--- src/rtl/frmbuf_wr_burst_ctrl.sv ---
// Frame-buffer write burst controller: drains an FWFT FIFO into DDR3 write bursts of up to BURST_LEN words.
// Optional macro FRMBUF_WR_OVERRUN_CHK_EN builds the sticky frame-overrun flag on o_err.
module frmbuf_wr_burst_ctrl #(
  parameter int BURST_LEN = 64,
  parameter int ADDR_STEP = 8,
  parameter int FRM_WORDS = 259200
) (
  input  logic         i_ddr3_clk,
  input  logic         i_rst_n,
  input  logic         i_frm_start,
  input  logic [26:0]  i_addr_inital,
  input  logic [10:0]  i_fifo_rd_cnt,
  input  logic [255:0] i_fifo_dout,
  output logic         o_fifo_rd_en,
  output logic         o_app_en,
  output logic [2:0]   o_app_cmd,
  output logic [26:0]  o_app_addr,
  input  logic         i_app_rdy,
  output logic         o_app_wdf_wren,
  output logic         o_app_wdf_end,
  output logic [255:0] o_app_wdf_data,
  input  logic         i_app_wdf_rdy,
  output logic         o_busy,
  output logic         o_err
);

  localparam int WD_W = ($clog2(FRM_WORDS + 1) > 9) ? $clog2(FRM_WORDS + 1) : 9;
  localparam logic [WD_W-1:0] FRM_W  = WD_W'(FRM_WORDS);
  localparam logic [WD_W-1:0] BL_MAX = WD_W'(BURST_LEN);
  localparam logic [26:0]     STEP   = 27'(ADDR_STEP);

  typedef enum logic [1:0] {S_IDLE, S_WAIT, S_DATA, S_CMD} state_e;

  state_e          state_q;
  logic [WD_W-1:0] words_done_q;
  logic [7:0]      bl_q, cnt_q;
  logic [26:0]     addr_q, pend_addr_q;
  logic            pend_q, wren_q, app_en_q, busy_q;

  logic [WD_W-1:0] remain, words_d;
  logic [7:0]      bl_d;
  logic            fifo_ok, beat_acc, cmd_acc, last_unit, restart;
  logic [26:0]     reload_addr;

  always_comb begin
    remain      = FRM_W - words_done_q;
    bl_d        = (remain < BL_MAX) ? remain[7:0] : BL_MAX[7:0];
    fifo_ok     = i_fifo_rd_cnt >= {3'b000, bl_d};
    beat_acc    = wren_q & i_app_wdf_rdy;
    cmd_acc     = app_en_q & i_app_rdy;
    last_unit   = (cnt_q == bl_q - 8'd1);
    words_d     = words_done_q + {{(WD_W-8){1'b0}}, bl_q};
    // A start pulse arriving this very cycle supersedes an older pending one.
    restart     = pend_q | i_frm_start;
    reload_addr = i_frm_start ? i_addr_inital : pend_addr_q;
  end

  always_ff @(posedge i_ddr3_clk or negedge i_rst_n) begin
    if (!i_rst_n) begin
      state_q      <= S_IDLE;
      words_done_q <= '0;
      bl_q         <= '0;
      cnt_q        <= '0;
      addr_q       <= '0;
      pend_addr_q  <= '0;
      pend_q       <= 1'b0;
      wren_q       <= 1'b0;
      app_en_q     <= 1'b0;
      busy_q       <= 1'b0;
    end else begin
      if (i_frm_start && state_q != S_IDLE) begin
        pend_q      <= 1'b1;
        pend_addr_q <= i_addr_inital;
      end
      case (state_q)
        S_IDLE: begin
          if (i_frm_start) begin
            addr_q       <= i_addr_inital;
            words_done_q <= '0;
            pend_q       <= 1'b0;
            busy_q       <= 1'b1;
            state_q      <= S_WAIT;
          end
        end
        S_WAIT: begin
          if (restart) begin
            addr_q       <= reload_addr;
            words_done_q <= '0;
            pend_q       <= 1'b0;
          end else if (fifo_ok) begin
            bl_q    <= bl_d;
            cnt_q   <= '0;
            wren_q  <= 1'b1;
            state_q <= S_DATA;
          end
        end
        S_DATA: begin
          if (beat_acc) begin
            if (last_unit) begin
              wren_q   <= 1'b0;
              app_en_q <= 1'b1;
              cnt_q    <= '0;
              state_q  <= S_CMD;
            end else begin
              cnt_q <= cnt_q + 8'd1;
            end
          end
        end
        S_CMD: begin
          if (cmd_acc) begin
            addr_q <= addr_q + STEP;
            if (last_unit) begin
              app_en_q <= 1'b0;
              cnt_q    <= '0;
              if (restart) begin
                // New frame: skip the old frame's remaining bursts entirely.
                addr_q       <= reload_addr;
                words_done_q <= '0;
                pend_q       <= 1'b0;
                state_q      <= S_WAIT;
              end else if (words_d == FRM_W) begin
                words_done_q <= words_d;
                busy_q       <= 1'b0;
                state_q      <= S_IDLE;
              end else begin
                words_done_q <= words_d;
                state_q      <= S_WAIT;
              end
            end else begin
              cnt_q <= cnt_q + 8'd1;
            end
          end
        end
        default: state_q <= S_IDLE;
      endcase
    end
  end

`ifdef FRMBUF_WR_OVERRUN_CHK_EN
  logic err_q;
  always_ff @(posedge i_ddr3_clk or negedge i_rst_n) begin
    if (!i_rst_n) begin
      err_q <= 1'b0;
    end else if (i_frm_start && state_q != S_IDLE && words_done_q < FRM_W) begin
      err_q <= 1'b1;
    end
  end
  assign o_err = err_q;
`else
  assign o_err = 1'b0;
`endif

  // FWFT head only moves on pops, which happen on clock edges.
  assign o_fifo_rd_en   = beat_acc;
  assign o_app_wdf_data = i_fifo_dout;
  assign o_app_wdf_wren = wren_q;
  assign o_app_wdf_end  = wren_q;
  assign o_app_en       = app_en_q;
  assign o_app_cmd      = 3'b000;
  assign o_app_addr     = addr_q;
  assign o_busy         = busy_q;

endmodule

--- config.mk ---
export PLATFORM = sky130hd
export DESIGN_NAME = frmbuf_wr_burst_ctrl
export DESIGN_NICKNAME = d
export VERILOG_FILES = /design/src/rtl/frmbuf_wr_burst_ctrl.sv
export SDC_FILE = /design/constraint.sdc
export NUM_CORES = 1
export LEC_CHECK = 0
export ABC_AREA = 0
export CAP_MARGIN = 20
export CORE_AREA = 3 3 227 229
export DETAILED_ROUTE_END_ITERATION = 10
export DIE_AREA = 0 0 230 232
export HOLD_SLACK_MARGIN = 0.03
export PLACE_DENSITY = 0.59
export SLEW_MARGIN = 20
export SYNTH_ARGS = -nofsm -noshare
export SYNTH_HDL_FRONTEND = slang
export SYNTH_SLANG_ARGS = --single-unit
--- constraint.sdc ---
create_clock -name i_ddr3_clk -period 4.6 [get_ports i_ddr3_clk]
set_input_delay 1.15 -clock i_ddr3_clk [delete_from_list [all_inputs] [get_ports i_ddr3_clk]]
set_output_delay 1.15 -clock i_ddr3_clk [all_outputs]
set_load 0.01 [all_outputs]
==> results.py, run 1 <==
metrics = {
    "flow_run": {
        "cap_violations": 0,
    },
    "drt": {
        "postRouteWirelength_mm": 30.2,
        "dr.pass1.iters": 5,
        "vias": 6302,
        "vias_per_cell": 4.34,
        "drt-wirelength-per-cell_um": 20.8,
        "drc_errors": 0,
        "first_iter_violations": 464,
        "detail-route-antenna-nets": 0,
    },
    "clock_network": {
        "cts_resized": 0,
        "clock-sinks": 94,
        "cts_tree": "done",
        "cts_buffers": 9,
        "clockBufferDepth": 2,
        "post_cts_buffers": 0,
        "htree_levels": 3,
        "clockRootBuffer": "clkbuf_16",
        "cts.clk_slew.worst_paths_ns": 0.07,
        "hold_buffers": 0,
        "clkLatencyLatePin_ns": 0.36,
    },
    "worst_setup_path": {
        "endpoint_kind": "register",
        "crit_path_frequent_cell": "nand4_1",
        "criticalPathCategory": "register to register",
        "worstPathMaxFanout": 13,
        "crit_arrival_ns": 4.40,
        "r2r_start": "words_done_q[5]",
        "path_cells": "or4_1, o21ai_0, a21boi_0, mux2i_1, nand4_1, a211oi_2, buf_4, nand2_1, ha_1, nand4_1, a311oi_1, o31a_1, o211ai_1, or2_1, o31ai_1",
        "startpoint": "words_done_q[5]",
        "cp-start-kind": "register",
        "cp_data_required_time_ns": 4.84,
        "crit_path_top_delay_cell": "or4_1",
        "max_stage_delay_ns": 0.56,
    },
    "floorplanning": {
        "rows": 82,
        "dieWidth_um": 230,
        "start_util_pct": 17.1,
        "chipHeight_um": 232,
        "ios": 591,
        "die_area_um2": 53400,
        "core_um2": 49900,
    },
    "cells_and_area": {
        "layout-drive-gt1-share_pct": 13.2,
        "fin_util_pct": 16.8,
        "final_nets": 1101,
        "mostFrequentLayoutCells": "dfrtp_1, clkdlybuf4s50_1, nand2_1",
        "fin_area_um2": 8390,
        "syn2layout_area_growth_pct": -1.69,
        "layout_commonest_cell": "dfrtp_1",
        "final_cells": 1453,
        "antenna_cells": 0,
        "fill_cells": 5639,
    },
    "timing": {
        "hold_viol": 0,
        "whs_ns": 0.500,
        "fin_crit_sh_pct": 90.3,
        "fmax_mhz": 241,
        "skew_ns": 0.0137,
        "fin_ws_ns": 0.445,
        "final-setup-viol-count": 0,
        "fin_crit_ns": 4.16,
        "setup_tns_ns": 0,
        "slew_headroom_pct": 39.7,
        "grt_setup_unrepaired": "no",
        "tightest_slew_ns": 0.904,
        "slew_violations": 0,
    },
    "power_and_ir_drop": {
        "power_density_nw_per_um2": 510,
        "irDropWorstVdd_uv": 313,
        "finalPower_mw": 4.28,
        "p_leak_nw": 3.18,
    },
    "worst_hold_path": {
        "hold_class": "register to register",
        "hp-start": "o_app_addr[2]",
    },
    "synth": {
        "synth_cell_type_count": 81,
        "seq_area_frac_synth_pct": 27.6,
        "yosysWarningCount": 0,
        "async_reset_ff_share_pct": 100,
        "post_synth.cell_area_avg_um2": 8.79,
        "synthFlopType": "dfrtp_1",
        "synthesis.instances": 971,
        "synth_area_um2": 8530,
        "synth_seq_cells": 94,
        "synth_edf_count": 0,
    },
    "grt": {
        "overflow": 0,
        "grt_pass1_wl_mm": 43.1,
        "grt_max_degree": 56,
        "grt_pass1_vias": 6258,
        "grt.total_usage_pct": 10.7,
        "antenna_found_initial": 0,
    },
    "run_status": {
        "status": "finished clean",
    },
    "place": {
        "port-buffer-count": 74,
        "postPlaceCellArea_um2": 8120,
        "dp_hpwl_mm": 24.3,
        "dp_cells": 1438,
        "routabilityCongestion": 0.840,
        "place_ws_ns": 0.499,
    },
}
cell type report:
type / instances / area, um2 / area share (%)
clock inverters: 5 / 40.0 / 0.477
flip-flops and latches: 94 / 2350 / 28.0
inverters: 26 / 97.6 / 1.16
well taps: 672 / 841 / 10.0
clock buffers: 10 / 229 / 2.73
repair buffers: 91 / 866 / 10.3
multi-input cells: 555 / 3960 / 47.2
metal layers:
metal	wire length [um]	global-route usage, %
met5	71	1.29
met4	997	3.92
met3	3720	5.52
met2	14800	18.4
met1	10700	11.2
Yosys cell counts, types with 7 or more instances:
cell,count,area [um2]
a21oi_1,39,195
a221oi_1,9,78.8
a31o_2,7,61.3
a31oi_1,12,75.1
and3_1,13,81.3
buf_4,261,1960
clkbuf_1,30,113
dfrtp_1,94,2350
ha_1,24,300
inv_1,26,97.6
mux2_2,40,450
mux2i_1,16,160
nand2_1,67,251
nand2b_1,8,50.1
nand3_1,25,125
nor2_1,44,165
nor2b_1,8,50.1
nor3_1,9,45.0
o211ai_1,23,173
o21ai_0,18,90.1
o21ai_1,29,145
o31ai_1,14,105
xnor2_1,16,140
xor2_1,13,114
worst max-delay path: cells and delay by family, from the launching register on:
family	cells	cell delay, ns
buffers and inverters	1	0.24
flip-flops	1	0.43
AND/OR/NAND/NOR	5	1.20
multiplexers	1	0.23
AO/OA/AOI/OAI	7	1.63
adder cells (fa/ha/maj)	1	0.31
path summary, 6_finish.rpt:
| path | end | slack (ns) | cells past startpoint |
|---|---|---|---|
| max in group asynchronous | cnt_q[5] | 2.93 | 2 |
| worst max register to register | cnt_q[3] | 0.44 | 15 |
| worst min register to register | o_app_addr[2] | 0.50 | 2 |
| min in group asynchronous | pend_addr_q[22] | 0.86 | 1 |
| worst min-delay path | o_app_addr[2] | 0.50 | 2 |
| worst max-delay path | cnt_q[3] | 0.44 | 15 |
state kept, by name, indices dropped and copies added (netlist names):
signal         count
o_app_en           1
bl_q               8
o_app_wdf_end      1
words_done_q      18
pend_q             1
state_q            2
o_app_addr        27
cnt_q              8
pend_addr_q       27
o_busy             1
report_power, final:
part	internal (mW)	total [mW]	switching, mW	leakage [nW]
sequential	1.08	1.37	0.280	1.17
combinational	0.966	2.20	1.24	1.88
clock	0.371	0.713	0.342	0.134
kinds of logic after synthesis:
group / Yosys count / share of synthesized area [%]
AO/OA/AOI/OAI: 226 / 19.4
XOR/XNOR: 29 / 2.98
adder cells (fa/ha/maj): 25 / 3.75
buffers and inverters: 325 / 26.2
flip-flops: 94 / 27.6
multiplexers: 57 / 7.29
other: 2 / 0.0880
AND/OR/NAND/NOR: 213 / 12.7
Note: power is estimated with default switching activity, not from simulation.
==> run 2: changes to the inputs <==
- CAP_MARGIN: 20 -> 10
==> results of run 2 <==
The final DEF is identical to that of run 1; final timing and power are the same.
==> run 3: changes to the inputs <==
- CORE_AREA: 3 3 227 229 -> 3 3 231 233
- DIE_AREA: 0 0 230 232 -> 0 0 234 236
- PLACE_DENSITY: 0.59 -> 0.56
- clock period: 4.6 -> 3.92 ns (I/O delays scaled with it)
==> run 3 against run 2 <==
Effect of this change:
- the run now ends with negative setup slack left
- final area up 4.3%
- clock power rose by 21%
- critical path type unchanged
- highest routed layer unchanged
- non-clock buffer count increased by 21
- largest power group unchanged
- hold slack better by 0.0057 ns
- register-to-register slack worse by 0.49 ns
==> results.py, run 3 (same netlist as run 1, synthesis figures left out) <==
metrics = {
    "run_status": {
        "status": "complete, but fails checks",
        "violations": "negative setup slack",
    },
    "worst_setup_path": {
        "endpoint_kind": "register",
        "cp_data_required_time_ns": 4.15,
        "cp-start-kind": "register",
        "crit_arrival_ns": 4.20,
        "max_stage_delay_ns": 0.58,
        "worstPathMaxFanout": 8,
        "crit_path_top_delay_cell": "or4_4",
        "criticalPathCategory": "register to register",
        "path_cells": "or4_4, o21ai_4, a21bo_2, and3_4, o211ai_1, a211oi_2, buf_6, nand2_2, ha_4, o21a_1, o21ai_2, a21oi_2, o31a_1, o211a_1, o21ai_1, mux2_1",
    },
    "drt": {
        "vias": 6406,
        "first_iter_violations": 317,
        "drc_errors": 0,
        "drt-wirelength-per-cell_um": 18.1,
        "detail-route-antenna-nets": 0,
        "vias_per_cell": 4.32,
        "postRouteWirelength_mm": 26.9,
        "dr.pass1.iters": 5,
    },
    "grt": {
        "antenna_found_initial": 2,
        "overflow": 0,
        "grt_max_degree": 49,
        "grt_pass1_vias": 6267,
        "grt_pass1_wl_mm": 39.2,
        "grt.total_usage_pct": 9.13,
    },
    "timing": {
        "slew_headroom_pct": 30.0,
        "fmax_mhz": 252,
        "fin_ws_ns": -0.0444,
        "final-setup-viol-count": 2,
        "skew_ns": 0.0150,
        "grt_setup_unrepaired": "yes",
        "fin_crit_sh_pct": 101,
        "fin_crit_ns": 3.96,
        "whs_ns": 0.506,
        "setup_tns_ns": -0.0589,
        "hold_viol": 0,
        "slew_violations": 0,
        "tightest_slew_ns": 1.05,
    },
    "floorplanning": {
        "ios": 591,
        "die_area_um2": 55200,
        "core_um2": 51400,
        "start_util_pct": 16.6,
        "rows": 83,
        "chipHeight_um": 236,
        "dieWidth_um": 234,
    },
    "place": {
        "dp_cells": 1458,
        "port-buffer-count": 74,
        "dp_hpwl_mm": 20.5,
        "postPlaceCellArea_um2": 8250,
        "place_ws_ns": -0.154,
        "routabilityCongestion": 0.800,
    },
    "clock_network": {
        "clock-sinks": 94,
        "hold_buffers": 0,
        "clockRootBuffer": "clkbuf_16",
        "cts_tree": "done",
        "clockBufferDepth": 2,
        "htree_levels": 3,
        "clkLatencyLatePin_ns": 0.36,
        "cts.clk_slew.worst_paths_ns": 0.07,
        "cts_buffers": 9,
    },
    "cells_and_area": {
        "final_nets": 1122,
        "fin_util_pct": 17.0,
        "antenna_cells": 0,
        "layout-drive-gt1-share_pct": 18.5,
        "layout_commonest_cell": "dfrtp_1",
        "final_cells": 1482,
        "fin_area_um2": 8750,
        "mostFrequentLayoutCells": "dfrtp_1, clkdlybuf4s50_1, nand2_1",
        "syn2layout_area_growth_pct": 2.52,
    },
    "flow_run": {
        "cap_violations": 0,
    },
    "power_and_ir_drop": {
        "p_leak_nw": 3.33,
        "irDropWorstVdd_uv": 374,
        "finalPower_mw": 5.20,
        "power_density_nw_per_um2": 594,
    },
    "worst_hold_path": {
        "hold_class": "register to register",
    },
}
## run 3: critical path: cells and delay by family (launching register included)
kind	cells	cell delay (ns)
flops	1	0.38
fa+ha+maj	1	0.21
simple gates	3	0.81
buf+inv	1	0.18
compound gates	10	1.94
mux	1	0.33
## run 3: worst paths after layout
kind | end | depth (start not counted) | start | slack (ns)
worst max-delay path | state_q[1] | 16 | words_done_q[3] | -0.04
worst max register to register | state_q[1] | 16 | words_done_q[3] | -0.04
worst min-delay path | pend_addr_q[6] | 1 | pend_addr_q[6] | 0.51
min in group asynchronous | o_app_addr[11] | 1 | i_rst_n | 0.64
max in group asynchronous | words_done_q[4] | 2 | i_rst_n | 2.55
worst min register to register | pend_addr_q[6] | 1 | pend_addr_q[6] | 0.51
## run 3: what timing repair did
action                     4_1_cts  5_1_grt
pin swaps                        2       17
gates resized for setup          3       28
buffers inserted                 1        8
setup endpoints to repair        9       18
## run 3: layout make-up
cell class                 instances  area (um2)
clock buffer                       9         225
clock inverter                     6        53.8
fill                            5712       42700
inverter                          26        97.6
multi-input combinational        555        4090
sequential                        94        2350
tap                              680         851
timing repair buffer             112        1080
## run 3: layer usage
metal | up-vias | GRT usage (%) | part of all wire, %
met2 | 295 | 15.3 | 49
met3 | 127 | 3.56 | 9.6
met5 | - | 0.804 | 0.12
met4 | 4 | 4.95 | 5.2
met1 | 3147 | 9.76 | 36
li1 | 2833 | - | -
## run 3: power breakdown
part,internal [mW],switching (mW)
clock,0.440,0.425
sequential,1.27,0.319
combinational,1.23,1.51
total,2.94,2.26
